## config.mk

```make
export PLATFORM = sky130hd
export DESIGN_NAME = mini_decision_stack_flat
export DESIGN_NICKNAME = d
export VERILOG_FILES = /design/src/rtl/mini_pkg.sv /design/src/rtl/mini_decision_stack_if.sv /design/src/rtl/mini_dstack_regfile.sv /design/src/rtl/mini_decision_stack.sv /design/src/flat_wrapper.sv
export SDC_FILE = /design/constraint.sdc
export NUM_CORES = 2
export LEC_CHECK = 0
export BUFFER_PORTS_ARGS = -buffer_cell sky130_fd_sc_hd__buf_2
export CAP_MARGIN = 20
export CORE_ASPECT_RATIO = 1.1
export CORE_UTILIZATION = 35
export CTS_CLUSTER_DIAMETER = 60
export DETAILED_ROUTE_END_ITERATION = 8
export PLACE_DENSITY_LB_ADDON = 0.05
export SYNTH_ARGS = -nofsm -noshare
export SYNTH_HDL_FRONTEND = slang
export SYNTH_SLANG_ARGS = --single-unit
```

## constraint.sdc

```tcl
create_clock -name clk -period 9.8 [get_ports clk]
set_input_delay 0.49 -clock clk [delete_from_list [all_inputs] [get_ports clk]]
set_output_delay 0.49 -clock clk [all_outputs]
set_load 0.01 [all_outputs]
```

## src/rtl/mini_pkg.sv

```systemverilog
// Shared Mini DPLL solver package: decision-stack entry layout and backtrack FSM states.
package mini_pkg;

  localparam int unsigned MAX_VARS     = 256;
  localparam int unsigned DSTACK_VAR_W = $clog2(MAX_VARS);

  typedef struct packed {
    logic [DSTACK_VAR_W-1:0] var_idx;
    logic                    first_pol;
    logic                    tried_pos;
    logic                    tried_neg;
  } dstack_entry_t;

  typedef enum logic [1:0] {
    DS_IDLE,
    DS_SCAN,
    DS_DONE
  } dstack_state_t;

endpackage

```

## src/rtl/mini_decision_stack_if.sv

```systemverilog
// Solver-side bus of the decision stack. MINI_DSTACK_STATS_EN adds the statistics outputs.
interface mini_decision_stack_if #(
  parameter int unsigned VAR_W   = 8,
  parameter int unsigned LEVEL_W = 16
);

  logic               clear;
  logic               push_valid;
  logic [VAR_W-1:0]   push_var;
  logic               push_pol;
  logic               push_ready;
  logic               bt_req;
  logic               bt_busy;
  logic               bt_done;
  logic               bt_found;
  logic [VAR_W-1:0]   bt_var;
  logic               bt_pol;
  logic [LEVEL_W-1:0] bt_level;
  logic               unassign_valid;
  logic [VAR_W-1:0]   unassign_var;
  logic [LEVEL_W-1:0] level;
  logic               full;
  logic               empty;
  logic               overflow;
`ifdef MINI_DSTACK_STATS_EN
  logic [31:0]        stat_bt_count;
  logic [LEVEL_W-1:0] stat_max_depth;
`endif

  modport master (
    output clear, push_valid, push_var, push_pol, bt_req,
    input  push_ready, bt_busy, bt_done, bt_found, bt_var, bt_pol, bt_level,
           unassign_valid, unassign_var, level, full, empty, overflow
`ifdef MINI_DSTACK_STATS_EN
    , input stat_bt_count, stat_max_depth
`endif
  );

  modport slave (
    input  clear, push_valid, push_var, push_pol, bt_req,
    output push_ready, bt_busy, bt_done, bt_found, bt_var, bt_pol, bt_level,
           unassign_valid, unassign_var, level, full, empty, overflow
`ifdef MINI_DSTACK_STATS_EN
    , output stat_bt_count, stat_max_depth
`endif
  );

endinterface

```

## src/rtl/mini_dstack_regfile.sv

```systemverilog
// Decision entry array: one push write port, a top-of-stack read and a tried-flag update port.
module mini_dstack_regfile #(
  parameter int unsigned VAR_W = 8,
  parameter int unsigned DEPTH = 256,
  parameter int unsigned IDX_W = (DEPTH > 1) ? $clog2(DEPTH) : 1
) (
  input  logic             clk,
  input  logic             i_wr_en,
  input  logic [IDX_W-1:0] i_wr_idx,
  input  logic [VAR_W-1:0] i_wr_var,
  input  logic             i_wr_pol,
  input  logic [IDX_W-1:0] i_top_idx,
  output logic [VAR_W-1:0] o_top_var,
  output logic             o_top_pol,
  output logic             o_top_pos,
  output logic             o_top_neg,
  input  logic             i_flag_en,
  input  logic             i_set_pos,
  input  logic             i_set_neg
);

  logic [VAR_W-1:0] r_var [DEPTH];
  logic             r_pol [DEPTH];
  logic             r_pos [DEPTH];
  logic             r_neg [DEPTH];

  // Storage needs no reset: slots above the current level are never read.
  always_ff @(posedge clk) begin
    if (i_wr_en) begin
      r_var[i_wr_idx] <= i_wr_var;
      r_pol[i_wr_idx] <= i_wr_pol;
      r_pos[i_wr_idx] <= i_wr_pol;
      r_neg[i_wr_idx] <= ~i_wr_pol;
    end
    if (i_flag_en) begin
      if (i_set_pos) r_pos[i_top_idx] <= 1'b1;
      if (i_set_neg) r_neg[i_top_idx] <= 1'b1;
    end
  end

  assign o_top_var = r_var[i_top_idx];
  assign o_top_pol = r_pol[i_top_idx];
  assign o_top_pos = r_pos[i_top_idx];
  assign o_top_neg = r_neg[i_top_idx];

endmodule

```

## src/rtl/mini_decision_stack.sv

```systemverilog
// Decision trail with autonomous chronological backtrack for the Mini DPLL solver.
// Optional statistics outputs are enabled by defining MINI_DSTACK_STATS_EN.
module mini_decision_stack
  import mini_pkg::*;
#(
  parameter int unsigned VAR_W   = 8,
  parameter int unsigned DEPTH   = 256,
  parameter int unsigned LEVEL_W = 16
) (
  input logic                 clk,
  input logic                 rst_n,
  mini_decision_stack_if.slave bus
);

  localparam int unsigned IDX_W = (DEPTH > 1) ? $clog2(DEPTH) : 1;

  dstack_state_t      r_state_q, w_state_d;
  logic [LEVEL_W-1:0] r_level_q, w_level_d;
  logic               r_overflow_q, w_overflow_d;
  logic               r_found_q, w_found_d;
  logic [VAR_W-1:0]   r_bt_var_q, w_bt_var_d;
  logic               r_bt_pol_q, w_bt_pol_d;
  logic [LEVEL_W-1:0] r_bt_level_q, w_bt_level_d;

  logic               w_full, w_empty, w_push_ready, w_push_fire;
  logic               w_flag_en, w_unassign, w_done;
  logic [LEVEL_W-1:0] w_level_m1;
  logic [VAR_W-1:0]   w_top_var;
  logic               w_top_pol, w_top_pos, w_top_neg;

  assign w_full       = (r_level_q == LEVEL_W'(DEPTH));
  assign w_empty      = (r_level_q == '0);
  assign w_level_m1   = r_level_q - LEVEL_W'(1);
  assign w_push_ready = (r_state_q == DS_IDLE) && !w_full && !bus.bt_req;
  assign w_push_fire  = bus.push_valid && w_push_ready && !bus.clear;
  assign w_done       = (r_state_q == DS_DONE) && !bus.clear;

  mini_dstack_regfile #(
    .VAR_W (VAR_W),
    .DEPTH (DEPTH),
    .IDX_W (IDX_W)
  ) u_regfile (
    .clk       (clk),
    .i_wr_en   (w_push_fire),
    .i_wr_idx  (r_level_q[IDX_W-1:0]),
    .i_wr_var  (bus.push_var),
    .i_wr_pol  (bus.push_pol),
    .i_top_idx (w_level_m1[IDX_W-1:0]),
    .o_top_var (w_top_var),
    .o_top_pol (w_top_pol),
    .o_top_pos (w_top_pos),
    .o_top_neg (w_top_neg),
    .i_flag_en (w_flag_en),
    .i_set_pos (~w_top_pol),
    .i_set_neg (w_top_pol)
  );

  always_comb begin
    w_state_d    = r_state_q;
    w_level_d    = r_level_q;
    w_found_d    = r_found_q;
    w_bt_var_d   = r_bt_var_q;
    w_bt_pol_d   = r_bt_pol_q;
    w_bt_level_d = r_bt_level_q;
    w_flag_en    = 1'b0;
    w_unassign   = 1'b0;
    w_overflow_d = r_overflow_q | (bus.push_valid && w_full && (r_state_q == DS_IDLE));
    unique case (r_state_q)
      DS_IDLE: begin
        if (bus.bt_req)   w_state_d = DS_SCAN;
        else if (w_push_fire) w_level_d = r_level_q + LEVEL_W'(1);
      end
      DS_SCAN: begin
        if (w_empty) begin
          w_found_d = 1'b0;
          w_state_d = DS_DONE;
        end else if (w_top_pos && w_top_neg) begin
          w_unassign = 1'b1;
          w_level_d  = w_level_m1;
        end else begin
          // Both polarities are now tried, so a later backtrack pops this entry.
          w_flag_en    = 1'b1;
          w_bt_var_d   = w_top_var;
          w_bt_pol_d   = ~w_top_pol;
          w_bt_level_d = r_level_q;
          w_found_d    = 1'b1;
          w_state_d    = DS_DONE;
        end
      end
      DS_DONE: w_state_d = DS_IDLE;
      default: w_state_d = DS_IDLE;
    endcase
    if (bus.clear) begin
      w_state_d    = DS_IDLE;
      w_level_d    = '0;
      w_overflow_d = 1'b0;
      w_flag_en    = 1'b0;
      w_unassign   = 1'b0;
    end
  end

  always_ff @(posedge clk or negedge rst_n) begin
    if (!rst_n) begin
      r_state_q    <= DS_IDLE;
      r_level_q    <= '0;
      r_overflow_q <= 1'b0;
      r_found_q    <= 1'b0;
      r_bt_var_q   <= '0;
      r_bt_pol_q   <= 1'b0;
      r_bt_level_q <= '0;
    end else begin
      r_state_q    <= w_state_d;
      r_level_q    <= w_level_d;
      r_overflow_q <= w_overflow_d;
      r_found_q    <= w_found_d;
      r_bt_var_q   <= w_bt_var_d;
      r_bt_pol_q   <= w_bt_pol_d;
      r_bt_level_q <= w_bt_level_d;
    end
  end

  assign bus.push_ready     = w_push_ready;
  assign bus.bt_busy        = (r_state_q != DS_IDLE);
  assign bus.bt_done        = w_done;
  assign bus.bt_found       = r_found_q;
  assign bus.bt_var         = r_bt_var_q;
  assign bus.bt_pol         = r_bt_pol_q;
  assign bus.bt_level       = r_bt_level_q;
  assign bus.unassign_valid = w_unassign;
  assign bus.unassign_var   = w_unassign ? w_top_var : '0;
  assign bus.level          = r_level_q;
  assign bus.full           = w_full;
  assign bus.empty          = w_empty;
  assign bus.overflow       = r_overflow_q;

`ifdef MINI_DSTACK_STATS_EN
  logic [31:0]        r_stat_cnt_q;
  logic [LEVEL_W-1:0] r_stat_max_q;

  always_ff @(posedge clk or negedge rst_n) begin
    if (!rst_n) begin
      r_stat_cnt_q <= '0;
      r_stat_max_q <= '0;
    end else if (bus.clear) begin
      r_stat_cnt_q <= '0;
      r_stat_max_q <= '0;
    end else begin
      if (w_done && (r_stat_cnt_q != '1)) r_stat_cnt_q <= r_stat_cnt_q + 32'd1;
      if (r_level_q > r_stat_max_q)       r_stat_max_q <= r_level_q;
    end
  end

  assign bus.stat_bt_count  = r_stat_cnt_q;
  assign bus.stat_max_depth = r_stat_max_q;
`endif

endmodule

```

## src/flat_wrapper.sv

```systemverilog
// flat-port wrapper written by rule: the top's interface ports become plain ports
module mini_decision_stack_flat import mini_pkg::*;
#(
  parameter int unsigned VAR_W   = 8,
  parameter int unsigned DEPTH   = 256,
  parameter int unsigned LEVEL_W = 16
)
  (clk, rst_n, bus_clear, bus_push_valid, bus_push_var, bus_push_pol, bus_bt_req, bus_push_ready, bus_bt_busy, bus_bt_done, bus_bt_found, bus_bt_var, bus_bt_pol, bus_bt_level, bus_unassign_valid, bus_unassign_var, bus_level, bus_full, bus_empty, bus_overflow);
  mini_decision_stack_if #(.VAR_W(VAR_W), .LEVEL_W(LEVEL_W)) bus_i ();
  input logic clk;
  input logic rst_n;
  input wire logic [$bits(bus_i.clear)-1:0] bus_clear;
  input wire logic [$bits(bus_i.push_valid)-1:0] bus_push_valid;
  input wire logic [$bits(bus_i.push_var)-1:0] bus_push_var;
  input wire logic [$bits(bus_i.push_pol)-1:0] bus_push_pol;
  input wire logic [$bits(bus_i.bt_req)-1:0] bus_bt_req;
  output wire logic [$bits(bus_i.push_ready)-1:0] bus_push_ready;
  output wire logic [$bits(bus_i.bt_busy)-1:0] bus_bt_busy;
  output wire logic [$bits(bus_i.bt_done)-1:0] bus_bt_done;
  output wire logic [$bits(bus_i.bt_found)-1:0] bus_bt_found;
  output wire logic [$bits(bus_i.bt_var)-1:0] bus_bt_var;
  output wire logic [$bits(bus_i.bt_pol)-1:0] bus_bt_pol;
  output wire logic [$bits(bus_i.bt_level)-1:0] bus_bt_level;
  output wire logic [$bits(bus_i.unassign_valid)-1:0] bus_unassign_valid;
  output wire logic [$bits(bus_i.unassign_var)-1:0] bus_unassign_var;
  output wire logic [$bits(bus_i.level)-1:0] bus_level;
  output wire logic [$bits(bus_i.full)-1:0] bus_full;
  output wire logic [$bits(bus_i.empty)-1:0] bus_empty;
  output wire logic [$bits(bus_i.overflow)-1:0] bus_overflow;
  assign bus_i.clear = bus_clear;
  assign bus_i.push_valid = bus_push_valid;
  assign bus_i.push_var = bus_push_var;
  assign bus_i.push_pol = bus_push_pol;
  assign bus_i.bt_req = bus_bt_req;
  assign bus_push_ready = bus_i.push_ready;
  assign bus_bt_busy = bus_i.bt_busy;
  assign bus_bt_done = bus_i.bt_done;
  assign bus_bt_found = bus_i.bt_found;
  assign bus_bt_var = bus_i.bt_var;
  assign bus_bt_pol = bus_i.bt_pol;
  assign bus_bt_level = bus_i.bt_level;
  assign bus_unassign_valid = bus_i.unassign_valid;
  assign bus_unassign_var = bus_i.unassign_var;
  assign bus_level = bus_i.level;
  assign bus_full = bus_i.full;
  assign bus_empty = bus_i.empty;
  assign bus_overflow = bus_i.overflow;
  mini_decision_stack #(.VAR_W(VAR_W), .DEPTH(DEPTH), .LEVEL_W(LEVEL_W)) u_core (.clk(clk), .rst_n(rst_n), .bus(bus_i));
endmodule
```

==> results.py <==
metrics = {
    "floorplanning": {
        "die_y_um": 602,
        "fp.coreArea_um2": 326000,
        "die_area_um2": 330000,
        "row_count": 220,
        "die_w_um": 548,
        "io_pins": 71,
        "start_util_pct": 35.2,
    },
    "clock_tree": {
        "clock-sinks": 2861,
        "clock-root-buffer": "clkbuf_16",
        "cts_tree": "yes",
        "cts_resized": 0,
        "cts_max_level": 5,
        "cts_buffer_depth": 4,
        "clkTransAtPathRegs_ps": 60,
        "cts_inserted_buffers": 327,
        "clock_latency_ps": 930,
    },
    "yosys": {
        "yosys.area.top_type": "edfxtp_1",
        "synth_edf_count": 2816,
        "synth_area_um2": 115000,
        "ys_ff_latch": 2861,
        "synth_area_leaders": "edfxtp_1 74%, mux4_2 12%, nand2_1 2.8%",
        "synth_cell_type_count": 86,
        "yosysWarnings": 0,
        "synth_top_area_share_pct": 73.7,
        "postSynthAreaPerCell_um2": 17.3,
        "ys_seq_area_share_pct": 74.7,
        "synth_most_common_cell": "edfxtp_1",
        "synthCells": 6626,
        "synth_common_cells": "2,816 x edfxtp_1, 855 x nand2_1, 811 x nor2_1",
        "ys.flop_type": "edfxtp_1",
        "synthArstFlopShare_pct": 1.57,
        "synth_nets": 6644,
    },
    "drt": {
        "ant_nets": 0,
        "wl_per_cell_um": 31.9,
        "drt_iter0_markers": 6003,
        "vias_per_cell": 5.43,
        "drt_wl_total_um": 363000,
        "drt-pass1-iter-count": 7,
        "num_vias": 62000,
        "drc_errors": 0,
    },
    "critical_path": {
        "r2r_end": "u_core.u_regfile.r_pos[73]$_DFFE_PP_",
        "r2r-start": "u_core.bus.level[1]$_DFFE_PN0P_",
        "critPathRequiredTime_ps": 9310,
        "regToRegSetupSlack_ps": 1950,
        "reg2regPathDepth": 13,
        "endpoint": "bus_unassign_var[7]",
        "critPathLaunch": "u_core.bus.level[1]$_DFFE_PN0P_",
        "arrival_ps": 7500,
        "cp-end-kind": "output port",
        "startpoint_type": "register",
        "critical_path_class": "register to output port",
        "cp_max_fo": 40,
    },
    "grt": {
        "grt_use_total_pct": 21.8,
        "grt_max_degree": 157,
        "antenna_found_initial": 14,
        "grt_pass1_wl_um": 509000,
        "grt_pass1_vias": 63900,
        "grt-ovfl-total": 0,
    },
    "status": {
        "status": "finished, final reports clean",
    },
    "timing": {
        "setup_violations": 0,
        "clock_skew_ps": 45.9,
        "rsz0062_at_grt": "no",
        "max_freq_ghz": 0.125,
        "finalCritPeriodShare_pct": 81.5,
        "slew_violations": 0,
        "worst_pin_slew_ps": 1300,
        "hold_viol": 0,
        "period_minus_slack_ps": 7990,
        "relSlewSlack_pct": 13.6,
        "tns_ps": 0,
    },
    "placement": {
        "post_dp_cell_area_um2": 121000,
        "place_hpwl_um": 215000,
        "portBuffers": 70,
        "dp.cells": 10800,
        "gp_congestion": 0.843,
    },
    "layout": {
        "instances_no_fill": 11400,
        "fill_cells": 29700,
        "fin_area_um2": 131000,
        "multi_input_area_um2": 27300,
        "drive_above_1_share_pct": 21.0,
        "area_growth_pct": 14.4,
        "regArea_um2": 85700,
        "nets": 6830,
    },
    "run": {
        "maxCapViolCount": 0,
    },
    "pwr": {
        "powerDensity_nw_per_um2": 308,
        "ir_drop_mv": 0.333,
        "power.total_mw": 40.4,
        "leakagePower_nw": 40.5,
    },
    "min_path": {
        "hp-class": "primary input to register",
    },
}
==> final cells by class <==
| class | count | area share (%) |
|---|---|---|
| tap | 4329 | 4.13 |
| clock inverter | 183 | 1.20 |
| inverter | 15 | 0.0429 |
| antenna | 1 | 0.00191 |
| timing repair buffer | 282 | 1.85 |
| clock buffer | 410 | 6.66 |
| sequential | 2861 | 65.3 |
| multi-input combinational | 3325 | 20.8 |
==> cell usage in the layout, fill, tap and decap left out, types with 11 or more instances in the layout <==
cell       synthesis  routed
a32oi_1           53      45
o2111ai_1         13      13
o21ai_0           89      89
mux2_2            20      20
clkbuf_16          0     337
mux4_2           624     624
clkbuf_1         217      70
mux2i_1           27      26
inv_6              0      13
nor3_1            38      37
nand2_2            1      13
dfrtp_1           45      44
nor2_2            20      23
inv_1             14      14
buf_4             11     173
o22ai_1           34      30
buf_2            138      61
a21oi_1          298     296
clkinv_2           0      63
buf_12             0      21
nand2b_1          14      14
bufinv_16          0      22
a211oi_1          19      19
nand2_1          855     841
nand3_1          137     133
a31oi_1           33      33
nor4_1            15      15
o211ai_1          48      48
a32oi_2            5      13
nor2_1           811     808
clkinv_1           1      68
or3_1             11      11
a22oi_1           14      14
edfxtp_1        2816    2816
==> stage by stage <==
stage                     setup slack (ps)  hold WS (ps)  utilization, %
after floorplan                       1710           194               -
after global placement                2020           374            36.9
after detailed placement              2050           376            37.0
after CTS                             1870          11.4            40.2
after global routing                  1750          37.5            40.2
final                                 1810          63.9            40.2
==> layer usage <==
metal | vias up | track usage (%) | wire [um]
li1 | 26400 | - | -
met1 | 33200 | 30.5 | 160000
met2 | 1911 | 35.2 | 173000
met3 | 481 | 3.28 | 19400
met4 | 0 | 6.32 | 10800
met5 | - | 0 | 0
==> where the power goes <==
group	total [mW]	switching (mW)	internal, mW
clock	12.0	5.05	6.91
sequential	13.7	0.118	13.6
combinational	14.7	10.2	4.55
==> repair_timing <==
item	4_1_cts	5_1_grt
hold buffers	5	0
endpoints found under the hold margin	49	0
buffers inserted	0	0
==> how the worst min path moves through the flow <==
stage | slack, ps | endpoint | start | depth (start not counted)
6_report | 60 | u_core.u_regfile.r_var[43][5]$_DFFE_PP_ | bus_push_var[5] | 1
5_1_grt | 40 | u_core.u_regfile.r_var[192][4]$_DFFE_PP_ | bus_push_var[4] | 1
4_1_cts | 10 | u_core.u_regfile.r_var[194][4]$_DFFE_PP_ | bus_push_var[4] | 1
3_5_place_dp | 380 | u_core.bus.bt_level[0]$_DFFE_PN0N_ | rst_n | 1
3_3_place_gp | 370 | u_core.bus.bt_level[0]$_DFFE_PN0N_ | rst_n | 1
2_1_floorplan | 190 | u_core.bus.bt_found$_DFFE_PN0P_ | rst_n | 0
==> cells by family (layout without fill, tap and decap cells) <==
group | Yosys count | count (layout) | share of synthesized area [%]
other | 0 | 1 | 0
buffers and inverters | 440 | 890 | 1.69
XOR/XNOR | 11 | 11 | 0.120
flip-flops | 2861 | 2861 | 74.7
adder cells (fa/ha/maj) | 4 | 4 | 0.0436
multiplexers | 680 | 680 | 12.8
AO/OA/AOI/OAI | 659 | 659 | 3.60
AND/OR/NAND/NOR | 1971 | 1971 | 7.05
==> flip-flops by register name (all words and copies together) (netlist names) <==
register and count:
u_core.u_regfile.r_var 2048, u_core.u_regfile.r_neg 256, u_core.u_regfile.r_pol 256, u_core.u_regfile.r_pos 256, u_core.bus.bt_level 16, u_core.bus.level 16, u_core.bus.bt_var 8, u_core.r_state_q 2
u_core.bus.bt_found 1, u_core.bus.bt_pol 1, u_core.bus.overflow 1
==> worst max-delay path, stage by stage, from the launching register on <==
cell	delay, ps
dfrtp_1	640
inv_1	320
ha_4	430
nor3b_4	490
xnor2_2	160
buf_4	730
nand3_1	1110
a311oi_1	720
or4_1	210
o22ai_1	110
buf_4	230
or4_1	700
buf_4	330
nor2_1	180
buf_2	160
No activity file was read; power rests on OpenSTA's default activity.
